<file path="config.mk">
export PLATFORM = sky130hd
export DESIGN_NAME = u712_reg_sizer
export DESIGN_NICKNAME = d
export VERILOG_FILES = /design/src/rtl/u712_pkg.sv /design/src/rtl/u712_reg_beat_addr.sv /design/src/rtl/u712_reg_sizer.sv
export SDC_FILE = /design/constraint.sdc
export NUM_CORES = 1
export LEC_CHECK = 0
export CORE_MARGIN = 3
export CORE_UTILIZATION = 42
export DETAILED_ROUTE_END_ITERATION = 16
export PLACE_DENSITY = 0.84
export SLEW_MARGIN = 10
export SYNTH_ARGS = -nofsm -noshare
export SYNTH_HDL_FRONTEND = slang
export SYNTH_SLANG_ARGS = --single-unit
</file>
<file path="constraint.sdc">
create_clock -name CLK40 -period 2.23 [get_ports CLK40]
set_clock_uncertainty 0.2 [all_clocks]
set_input_delay 0.223 -clock CLK40 [delete_from_list [all_inputs] [get_ports CLK40]]
set_output_delay 0.223 -clock CLK40 [all_outputs]
set_load 0.02 [all_outputs]
</file>
<file path="src/rtl/u712_pkg.sv">
// Shared encodings for the U712 chip-register sizer: 68040 size codes, beat limits, FSM states.
package u712_pkg;

  localparam logic [1:0] SIZ_LONG = 2'b00;
  localparam logic [1:0] SIZ_BYTE = 2'b01;
  localparam logic [1:0] SIZ_WORD = 2'b10;
  localparam logic [1:0] SIZ_LINE = 2'b11;

  // Index of the final beat for each transfer class.
  localparam logic [2:0] LAST_BEAT_SINGLE = 3'd0;
  localparam logic [2:0] LAST_BEAT_LONG   = 3'd1;
  localparam logic [2:0] LAST_BEAT_LINE   = 3'd7;

  typedef enum logic [2:0] {
    StIdle,
    StWaitIdle,
    StReq,
    StDrain,
    StAck,
    StErr
  } reg_state_e;

endpackage

</file>
<file path="src/rtl/u712_reg_beat_addr.sv">
// Combinational per-beat address/size generator for chip-register sub-cycles.
module u712_reg_beat_addr
  import u712_pkg::*;
(
  input  logic [3:0] i_a,
  input  logic [1:0] i_siz,
  input  logic [2:0] i_beat,
  output logic [3:0] o_reg_a,
  output logic [1:0] o_reg_siz,
  output logic       o_last,
  output logic       o_end_long
);

  logic [1:0] w_line_idx;

  // Line beats walk longwords within the 16-byte line, wrapping mod 4.
  assign w_line_idx = i_a[3:2] + i_beat[2:1];

  always_comb begin
    o_reg_a    = i_a;
    o_reg_siz  = i_siz;
    o_last     = (i_beat == LAST_BEAT_SINGLE);
    o_end_long = 1'b0;
    unique case (i_siz)
      SIZ_LONG: begin
        o_reg_a    = {i_a[3:2], i_beat[0], 1'b0};
        o_reg_siz  = SIZ_WORD;
        o_last     = (i_beat == LAST_BEAT_LONG);
        o_end_long = i_beat[0];
      end
      SIZ_LINE: begin
        o_reg_a    = {w_line_idx, i_beat[0], 1'b0};
        o_reg_siz  = SIZ_WORD;
        o_last     = (i_beat == LAST_BEAT_LINE);
        o_end_long = i_beat[0];
      end
      default: ;
    endcase
  end

endmodule

</file>
<file path="src/rtl/u712_reg_sizer.sv">
// Splits 68040 chip-register transfers into 16-bit sub-cycles for the register engine,
// generating per-beat _TA and the data-half latch/steer strobes.
module u712_reg_sizer
  import u712_pkg::*;
#(
  parameter bit SPLIT_LINE = 1'b1
) (
  input  logic       CLK40,
  input  logic       nRESET,
  input  logic       nTS,
  input  logic       nREGSPACE_CPU,
  input  logic       RnW,
  input  logic [1:0] SIZ,
  input  logic [3:0] A,
  input  logic       REG_TA,
  input  logic       REG_CYCLE,
  output logic       nREGSPACE,
  output logic [3:0] REG_A,
  output logic [1:0] REG_SIZ,
  output logic       REG_RnW,
  output logic       LATCH_HI,
  output logic       LATCH_LO,
  output logic       DRV_HI,
  output logic       nTA,
  output logic       nTEA
);

  reg_state_e r_state, w_state_next;
  logic [3:0] r_a;
  logic [1:0] r_siz;
  logic       r_rnw;
  logic [2:0] r_beat, w_beat_next;
  logic       r_latch_hi, r_latch_lo;

  logic       w_capture, w_sub_active, w_in_xfer, w_req_done;
  logic [3:0] w_reg_a;
  logic [1:0] w_reg_siz;
  logic       w_last, w_end_long;

  u712_reg_beat_addr u_beat_addr (
    .i_a        (r_a),
    .i_siz      (r_siz),
    .i_beat     (r_beat),
    .o_reg_a    (w_reg_a),
    .o_reg_siz  (w_reg_siz),
    .o_last     (w_last),
    .o_end_long (w_end_long)
  );

  assign w_capture  = (r_state == StIdle) && !nTS && !nREGSPACE_CPU;
  assign w_req_done = (r_state == StReq) && REG_TA;

  always_comb begin
    w_state_next = r_state;
    w_beat_next  = r_beat;
    unique case (r_state)
      StIdle: begin
        if (w_capture) begin
          w_beat_next  = 3'd0;
          w_state_next = ((SIZ == SIZ_LINE) && !SPLIT_LINE) ? StErr : StWaitIdle;
        end
      end
      StWaitIdle: if (!REG_CYCLE) w_state_next = StReq;
      StReq:      if (REG_TA) w_state_next = StDrain;
      StDrain: begin
        // The engine stays busy past REG_TA; only move on once it is truly idle.
        if (!REG_CYCLE) begin
          if (w_last || w_end_long) begin
            w_state_next = StAck;
          end else begin
            w_beat_next  = r_beat + 3'd1;
            w_state_next = StWaitIdle;
          end
        end
      end
      StAck: begin
        if (w_last) begin
          w_state_next = StIdle;
        end else begin
          w_beat_next  = r_beat + 3'd1;
          w_state_next = StWaitIdle;
        end
      end
      StErr:   w_state_next = StIdle;
      default: w_state_next = StIdle;
    endcase
  end

  always_ff @(posedge CLK40 or negedge nRESET) begin
    if (!nRESET) begin
      r_state    <= StIdle;
      r_a        <= 4'h0;
      r_siz      <= SIZ_LONG;
      r_rnw      <= 1'b1;
      r_beat     <= 3'd0;
      r_latch_hi <= 1'b0;
      r_latch_lo <= 1'b0;
    end else begin
      r_state    <= w_state_next;
      r_beat     <= w_beat_next;
      r_latch_hi <= w_req_done && r_rnw && !w_reg_a[1];
      r_latch_lo <= w_req_done && r_rnw && w_reg_a[1];
      if (w_capture) begin
        r_a   <= A;
        r_siz <= SIZ;
        r_rnw <= RnW;
      end
    end
  end

  assign w_sub_active = (r_state == StWaitIdle) || (r_state == StReq) || (r_state == StDrain);
  assign w_in_xfer    = w_sub_active || (r_state == StAck);

  // Sub-cycle bus shows idle values whenever no transfer is being split.
  assign REG_A     = w_in_xfer ? w_reg_a : 4'h0;
  assign REG_SIZ   = w_in_xfer ? w_reg_siz : 2'b00;
  assign REG_RnW   = w_in_xfer ? r_rnw : 1'b1;
  assign DRV_HI    = w_sub_active && !r_rnw && !w_reg_a[1];
  assign nREGSPACE = (r_state != StReq);
  assign nTA       = (r_state != StAck);
  assign nTEA      = (r_state != StErr);
  assign LATCH_HI  = r_latch_hi;
  assign LATCH_LO  = r_latch_lo;

endmodule

</file>
Word-level counts from Yosys, hierarchy flattened
Index checks and enable logic that the tools add are counted.
{"block": "classes", "reduce_logical": 23, "addsub": 2, "n_eq_ne": 16, "n_mux": 19}
{"op": "3-bit two-way mux", "count": 9}
{"op": "3-bit case mux with 5 select lines", "count": 1}
{"op": "2-bit != test (second input constant)", "count": 6}
{"op": "3-bit case mux with 3 select lines", "count": 1}
{"op": "1-bit logical AND", "count": 8}
{"op": "4-bit case mux with 2 select lines", "count": 1}
{"op": "3-bit by 1-bit == test with 1-bit output (second input constant)", "count": 2}
{"op": "3-bit by 2-bit == test with 1-bit output (second input constant)", "count": 2}
{"op": "3-bit == test (second input constant)", "count": 2}
{"op": "3-bit zero test", "count": 2}
{"op": "3-bit != test (second input constant)", "count": 2}
{"op": "5-bit AND reduction", "count": 1}
{"op": "1-bit zero test", "count": 4}
{"op": "1-bit logical OR", "count": 4}
{"op": "2-bit two-way mux", "count": 2}
{"op": "4-bit two-way mux", "count": 1}
{"op": "4-bit AND reduction", "count": 1}
{"op": "3-bit by 1-bit adder with 3-bit output (second input constant)", "count": 1}
{"op": "1-bit two-way mux", "count": 3}
{"op": "3-bit by 2-bit != test with 1-bit output (second input constant)", "count": 1}
{"op": "3-bit nonzero test", "count": 1}
{"op": "2-bit adder", "count": 1}
{"op": "2-bit == test (second input constant)", "count": 1}
{"op": "2-bit zero test", "count": 1}
{"op": "other kinds (2)", "count": 2}
{"block": "word_totals", "elab_cells": 67, "regBits": 15}

Depth between registers and ports, before layout
Gate-level depths: netlist (run 1).
{"block": "depth", "ltp_word": 7, "depth_mapped": 7, "ltp_nobuf": 6}

Hierarchy
From an unflattened synthesis (run 1), not the netlist that was laid out.
{"block": "hier_totals", "cells_unflattened": 100, "hier_area_um2": 984.7}
{"mod": "u712_reg_sizer", "n_inst": 1, "area_per_inst_um2": 799.5, "cells_each": 74}
{"mod": "u712_reg_beat_addr", "n_inst": 1, "area_per_inst_um2": 185.2, "cells_each": 26}

Worst setup path after synthesis (run 1)
OpenSTA, ideal clock, no wires.
{"block": "synth_timing", "path_type": "reg-to-reg", "from": "reg r_siz[0]", "to": "reg r_beat[1]", "setup_ns": 0.128, "setup_slack_ns": -0.005, "arrival_ns": 1.908, "stages_incl_launch_ff": 7, "n_path_buf": 0, "required_time_ns": 1.902, "path_cell_list": "dfrtp_1 inv_1 ha_1 or4b_1 a21o_1 a21oi_1 mux2_1"}
{"block": "synth_via", "elab_chain_len": 6, "elab_cells_between_ends": 9, "cone_classes": "eq/ne (3); mux (2); reduce/logical (4)"}
{"element": "start: declaration", "line": "u712_reg_sizer.sv:30", "text": "logic [1:0] r_siz;"}
{"element": "start signal: assignment", "line": "u712_reg_sizer.sv:93", "text": "r_siz <= SIZ_LONG;"}
{"element": "start signal: assignment", "line": "u712_reg_sizer.sv:105", "text": "r_siz <= SIZ;"}
{"element": "2-bit == test / 2-bit zero test (equally long branches)", "line": "u712_reg_beat_addr.sv:24", "text": "unique case (i_siz)"}
{"element": "2-bit OR reduction (no line)"}
{"element": "1-bit two-way mux", "line": "u712_reg_beat_addr.sv:24"}
{"element": "1-bit logical OR", "line": "u712_reg_sizer.sv:68", "text": "if (w_last || w_end_long) begin"}
{"element": "2-bit != test (no line)"}
{"element": "5-bit AND reduction (no line) (*)"}
{"element": "end signal: assignment", "line": "u712_reg_sizer.sv:100", "text": "r_beat <= w_beat_next;"}
{"element": "end: declaration", "line": "u712_reg_sizer.sv:32", "text": "logic [2:0] r_beat, w_beat_next;"}
Every way passes the cells marked *; elsewhere a longest branch is shown, timed or not.
A chain may end at the register's enable or synchronous reset.

Final worst setup path (run 1)
{"block": "layout_timing", "from": "reg r_siz[1]", "to": "reg r_beat[1]"}
The elaborated chain is that of the path after synthesis.

==> results of run 1 <==
kinds of logic after synthesis:
logic type / after synthesis / share of synthesized area [%]
compound gates: 19 / 13.88
xor+xnor: 3 / 2.700
fa+ha+maj: 7 / 8.997
buf+inv: 9 / 4.113
flops: 15 / 38.69
mux: 7 / 7.969
simple gates: 38 / 23.65
synthesized netlist by cell type (2+ instances only):
cell,count
a21oi_1,3
nor2b_1,2
or2_1,2
inv_1,5
mux2_1,6
nand2_1,7
xnor2_1,2
buf_2,2
o21ai_0,2
ha_1,7
nor2_1,10
dfrtp_1,14
nor3_1,3
o21ai_1,5
nand3b_1,2
layout make-up:
cell class | instances | area [um^2]
tap | 27 | 33.78
timing repair buffer | 40 | 329.1
clock buffer | 3 | 22.52
fill | 185 | 716.9
clock inverter | 1 | 5.005
sequential | 15 | 376.6
multi-input combinational | 74 | 579.3
inverter | 5 | 18.77
registers in the layout (all words and copies together), names as in the netlist:
| signal | count |
|---|---|
| r_state | 3 |
| LATCH_HI | 1 |
| r_siz | 2 |
| r_rnw | 1 |
| LATCH_LO | 1 |
| r_a | 4 |
| r_beat | 3 |
worst max-delay path: stages (launching register included):
cell	delay [ns]
dfrtp_1	0.41
inv_2	0.09
ha_4	0.22
or4b_1	0.47
a21o_1	0.23
a21oi_2	0.19
mux2_4	0.31
what timing repair did:
action	4_1_cts	5_1_grt
endpoints found under the setup margin	13	7
gates resized for setup	23	7
pin swaps	3	0
buffers inserted	2	0
gates cloned	0	0
power breakdown:
| group | internal (W) | switching, W | total (W) | leakage, nW |
|---|---|---|---|---|
| clock | 0.0000667 | 0.0000888 | 0.000155 | 0.0177 |
| sequential | 0.000395 | 0.000104 | 0.000499 | 0.186 |
| combinational | 0.000658 | 0.000727 | 0.00139 | 0.410 |
| total | 0.00112 | 0.000919 | 0.00204 | 0.614 |
per-stage QoR:
stage / hold slack [ns] / instance area (um^2) / setup WS [ns]
floorplan: -0.2726 / 977.2 / 0.02399
global placement: 0.2736 / 1338 / -0.08006
detailed placement: 0.2841 / 1338 / -0.1728
CTS: 0.1525 / 1383 / 0.002591
global route: 0.1952 / 1365 / -0.08261
finish: 0.1355 / 1365 / -0.003435
path summary, 6_finish.rpt:
| path | cells after the start | slack [ns] | start | end |
|---|---|---|---|---|
| worst min register to register | 1 | 0.30 | r_a[0]$_DFFE_PN0P_ | r_a[0]$_DFFE_PN0P_ |
| min in group CLK40 | 3 | 0.29 | SIZ[1] | r_siz[1]$_DFFE_PN0P_ |
| max in group asynchronous | 1 | 1.27 | nRESET | r_a[3]$_DFFE_PN0P_ |
| worst max register to register | 6 | -0.003 | r_siz[1]$_DFFE_PN0P_ | r_beat[1]$_DFFE_PN0P_ |
| worst min-delay path | 1 | 0.14 | nRESET | LATCH_HI$_DFF_PN0_ |
| worst max-delay path | 6 | -0.003 | r_siz[1]$_DFFE_PN0P_ | r_beat[1]$_DFFE_PN0P_ |
layer usage:
metal | wire length, um | track usage, %
met5 | 0 | 0
met3 | 113 | 2.770
met2 | 1124 | 32.87
met1 | 954 | 20.93
met4 | 23 | 7.469
==> key figures, run 1 <==
Run
  • Maximum capacitance violations: 0

Clock network
  • Hold buffers post-CTS: 0
  • CTS max path bufs: 2
  • CTS sink cnt: 15
  • CTS Root Cell: clkbuf_4
  • CTS tree: yes
  • H-tree levels: 1
  • CTS clock-pin slew for the worst setup and hold paths: 0.09 ns
  • Worst-Skew Late Latency: 0.29 ns
  • Num CTS Buffers: 3

Synthesis
  • Mapped Area: 973.4 um^2
  • Synth Register Bits: 15
  • Yosys top cell by area: dfrtp_1
  • Number of distinct library cells after synthesis: 41
  • Synth Instances: 98
  • Yosys top cell area share: 35.99%
  • Sequential cell area fraction in the yosys report: 38.69%
  • Synth warnings: 0
  • Synth top area cells: dfrtp_1 (36%), ha_1 (9.0%), mux2_1 (6.9%), nor2_1 (3.9%), dfstp_2 (2.7%)
  • Async SR Flop Fraction: 100.0%
  • Ys flop type: dfrtp_1
  • Number of synthesized flops with an enable pin: 0
  • Syn avg cell area: 9.933 um^2
  • Synthesized Nets: 118

Route
  • Routed len/inst: 13.43 um
  • DRC Markers: 0
  • Vias per cell: 5.273
  • Antenna Violating Nets Remaining: 0
  • Vias post-DR: 870
  • DRT Wirelength: 2216 um
  • Initial drt markers: 5
  • DRT Pass-1 Iters: 4

Timing
  • Fin crit share: 100.2%
  • Slew @ Worst Pin: 0.6679 ns
  • Endpoints failing setup: 1
  • Max-slew headroom: 55.34%
  • Setup ws final: -0.003435 ns
  • Final TNS setup: -0.003435 ns
  • RSZ-0062 raised after global routing: true
  • Final Hold Fails: 0
  • Max Fclk: 0.4477 GHz
  • Fin. max-slew vios: 0
  • Minimum clock period after layout: 2.233 ns

Cells and area
  • Most frequent cells in the layout: clkdlybuf4s50_1 (15), dfrtp_1 (14), buf_4 (14)
  • Commonest non-fill, non-tap cell in the layout: clkdlybuf4s50_1
  • Ant. Diodes: 0
  • Non-filler cells, final: 165
  • Fin util: 65.56%
  • Share of cells above drive strength 1: 26.09%
  • Final nets: 159
  • Synth-to-Final Area Change: 40.23%

Critical path
  • Worst setup EP type: flip-flop
  • Crit-path max FO: 6
  • Worst path required time: 2.20 ns
  • Crit path kind: flip-flop to flip-flop
  • Critical path startpoint category: flip-flop
  • WP data arrival: 2.21 ns

Die
  • I/O pin count: 26
  • Chip Height: 54.14 um
  • Initial Util: 46.75%
  • Rows: 16
  • Die width: 54.14 um
  • Core area: 0.002082 mm^2
  • Total Die Area: 0.002931 mm^2

Min path
  • Hold crit path type: primary input to asynchronous set/reset pin

Outcome
  • Failing checks: setup timing
  • Status: finished with violations

Power and ir drop
  • Maximum vdd ir drop: 0.8401 mV
  • Total Power: 0.002040 W
  • Pleak: 0.6137 nW
  • Pwr per Cell Area: 1494 mW/mm^2

Global route
  • Vias in the first global route: 890
  • First-pass GRT wire length: 3801 um
  • Initial antenna violation count: 0
  • Remaining global-route overflow: 0
  • Largest net degree at the start of global routing: 16
  • Total Routing Usage GR: 18.16%

Placement
  • GPL Wtd Cong: 0.8527
  • PortBufs: 25
  • DP HPWL: 1757 um
  • Dpl cells: 159
Power figures use the tool's default switching activity.
==> inputs of run 2 (changes only) <==
Settings changed: ABC_AREA set to 1, CORE_UTILIZATION 42 to 45, PLACE_DENSITY 0.84 to 0.86.
==> run 2 against run 1 <==
  * The flow now finishes without violations
  * Critical path depth increased by 3
  * Sequential share of layout area decreased by 3.2 points
  * First-iteration DRC count rose to 7.0 times the previous value
  * Utilization is 1.6 points higher
  * Flip-flop and latch count is the same
  * Synthesized area is 17% higher
  * Largest power group unchanged
  * Highest routed layer unchanged
==> key figures, run 2 <==
Die
  • Chip Height: 56.39 um
  • Rows: 17
  • Initial Util: 49.27%
  • Die width: 56.39 um
  • Total Die Area: 0.003179 mm^2
  • Core area: 0.002318 mm^2
  • I/O pin count: 26

Global route
  • Remaining global-route overflow: 0
  • First-pass GRT wire length: 4353 um
  • Initial antenna violation count: 0
  • Total Routing Usage GR: 17.55%
  • Vias in the first global route: 1035
  • Largest net degree at the start of global routing: 16

Timing
  • Max-slew headroom: 53.77%
  • Max Fclk: 0.4514 GHz
  • Slew @ Worst Pin: 0.6913 ns
  • Minimum clock period after layout: 2.215 ns
  • RSZ-0062 raised after global routing: true
  • Final Hold Fails: 0
  • Endpoints failing setup: 0
  • Fin crit share: 99.35%
  • Fin. max-slew vios: 0
  • WHS: 0.1450 ns

Clock network
  • Hold buffers post-CTS: 0
  • Num CTS Buffers: 3
  • CTS Root Cell: clkbuf_4
  • H-tree levels: 1
  • CTS clock-pin slew for the worst setup and hold paths: 0.09 ns
  • Worst-Skew Late Latency: 0.29 ns
  • CTS tree: yes
  • CTS max path bufs: 2
  • CTS sink cnt: 15

Synthesis
  • Ys flop type: dfrtp_1
  • Yosys top cell by area: dfrtp_1
  • Synth Register Bits: 15
  • Mapped Area: 0.001142 mm^2
  • Synth Instances: 147
  • Synth top area cells: dfrtp_1 (31%), nand2_1 (10%), inv_1 (8.5%), ha_1 (7.7%), o21ai_2 (4.6%)
  • Async SR Flop Fraction: 100.0%
  • Synth warnings: 0
  • Most frequent cell after synthesis: nand2_1
  • Most frequent cells after synthesis: nand2_1 (31), inv_1 (26), dfrtp_1 (14)
  • Synthesized Nets: 167
  • Syn avg cell area: 7.771 um^2
  • Number of synthesized flops with an enable pin: 0
  • Yosys top cell area share: 30.67%
  • Sequential cell area fraction in the yosys report: 32.97%
  • Number of distinct library cells after synthesis: 27

Cells and area
  • Register bank with the most flops: r_a
  • Synth-to-Final Area Change: 36.36%
  • Max reg flops: 4
  • Share of cells above drive strength 1: 35.26%
  • Most frequent cells in the layout: nand2_1 (28), inv_1 (22), buf_4 (18)
  • Final nets: 211
  • Leading registers by flop count: r_a (4), r_beat (3), r_state (3)
  • Fin util: 67.19%
  • Commonest non-fill, non-tap cell in the layout: nand2_1
  • Ant. Diodes: 0

Power and ir drop
  • Maximum vdd ir drop: 1.070 mV
  • Pleak: 0.8095 nW
  • Pwr per Cell Area: 1489 mW/mm^2

Critical path
  • R2R Path Start: r_siz[1]$_DFFE_PN0P_
  • Crit-path max FO: 3
  • Worst R2R End: r_beat[1]$_DFFE_PN0P_
  • Worst path required time: 1.81 ns
  • WP data arrival: 1.79 ns
  • Critical path startpoint category: flip-flop
  • Crit path kind: flip-flop to output port
  • Slack of the worst reg-to-reg path: 0.37 ns
  • Worst setup EP type: output port
  • R2R cell count: 13

Route
  • DRC Markers: 0
  • Antenna Violating Nets Remaining: 0
  • DRT Wirelength: 2710 um
  • Vias post-DR: 1092
  • DRT Pass-1 Iters: 4
  • Routed len/inst: 12.43 um
  • Vias per cell: 5.009
  • Initial drt markers: 35

Placement
  • GPL Wtd Cong: 0.8929
  • PortBufs: 25
  • DP HPWL: 2032 um

Run
  • Maximum capacitance violations: 0

Min path
  • Hold crit path type: primary input to asynchronous set/reset pin

Outcome
  • Status: finished clean
run 2: cell types whose count changed in the layout (fill, tap and decap cells not counted), sizes merged, moves of 6 or more:
cell / change
nor2: +7
inv: +23
nand2: +30
nand3: +13
mux2: -6
run 2: area by class of cell:
cell class / count / area [um^2]
sequential: 15 / 380.4
inverter: 28 / 105.1
multi-input combinational: 101 / 659.4
tap: 28 / 35.03
clock buffer: 4 / 26.28
fill: 175 / 760.7
timing repair buffer: 42 / 351.6
run 2: through the flow:
stage	setup WS [ns]	area, um^2	instances	power (W)	TNS [ns]
final	0.01450	1558	218	0.002319	0
after global placement	-0.01967	1490	209	0.002033	-0.01967
after floorplan	0.1970	1149	147	0.001528	0
after CTS	0.01363	1510	213	0.002186	0
after detailed placement	-0.08346	1490	209	0.002090	-0.08346
after global routing	-0.06890	1558	218	0.002511	-0.06890
run 2: timing repair:
action,4_1_cts,5_1_grt
setup buffers,0,5
endpoints found under the setup margin,8,5
cloned,0,0
resized for setup,18,17
pin swaps,0,4
run 2: worst max-delay path, cell delays in order (launching register included):
cell and delay (ns):
dfrtp_1 0.38, inv_2 0.06, ha_4 0.28, inv_2 0.04, nand2_2 0.07, inv_2 0.05
o21ai_2 0.07, nand2_2 0.09, nor4_2 0.28, buf_4 0.19
run 2: kinds of logic (layout without fill, tap and decap cells):
family / after synthesis / count (layout) / share of synthesized area, %
adder cells (fa/ha/maj): 7 / 7 / 7.667
flip-flops: 15 / 15 / 32.97
buffers and inverters: 31 / 74 / 12.16
XOR/XNOR: 3 / 3 / 2.301
AO/OA/AOI/OAI: 16 / 16 / 10.84
AND/OR/NAND/NOR: 75 / 75 / 34.06
run 2: power breakdown:
group	switching, W	internal (W)	total (W)	leakage, nW
logic	0.000935	0.000698	0.00163	0.610
clock network	0.0000899	0.0000695	0.000159	0.0150
registers	0.000142	0.000385	0.000527	0.185
run 2: worst max-delay path by stage:
stage,from,endpoint,cells after the start
floorplan,r_siz[0]$_DFFE_PN0P_,DRV_HI,8
global placement,r_siz[0]$_DFFE_PN0P_,DRV_HI,9
detailed placement,r_siz[1]$_DFFE_PN0P_,DRV_HI,9
CTS,r_siz[1]$_DFFE_PN0P_,REG_A[1],10
global route,r_siz[1]$_DFFE_PN0P_,DRV_HI,9
finish,r_siz[1]$_DFFE_PN0P_,DRV_HI,9
run 2: layer usage:
layer	routed length, um	global-route usage, %	vias to the layer above
met1	1112	21.11	516
met4	44	7.119	0
met5	0	0	-
met3	116	2.069	5
met2	1436	31.39	28
li1	-	-	543
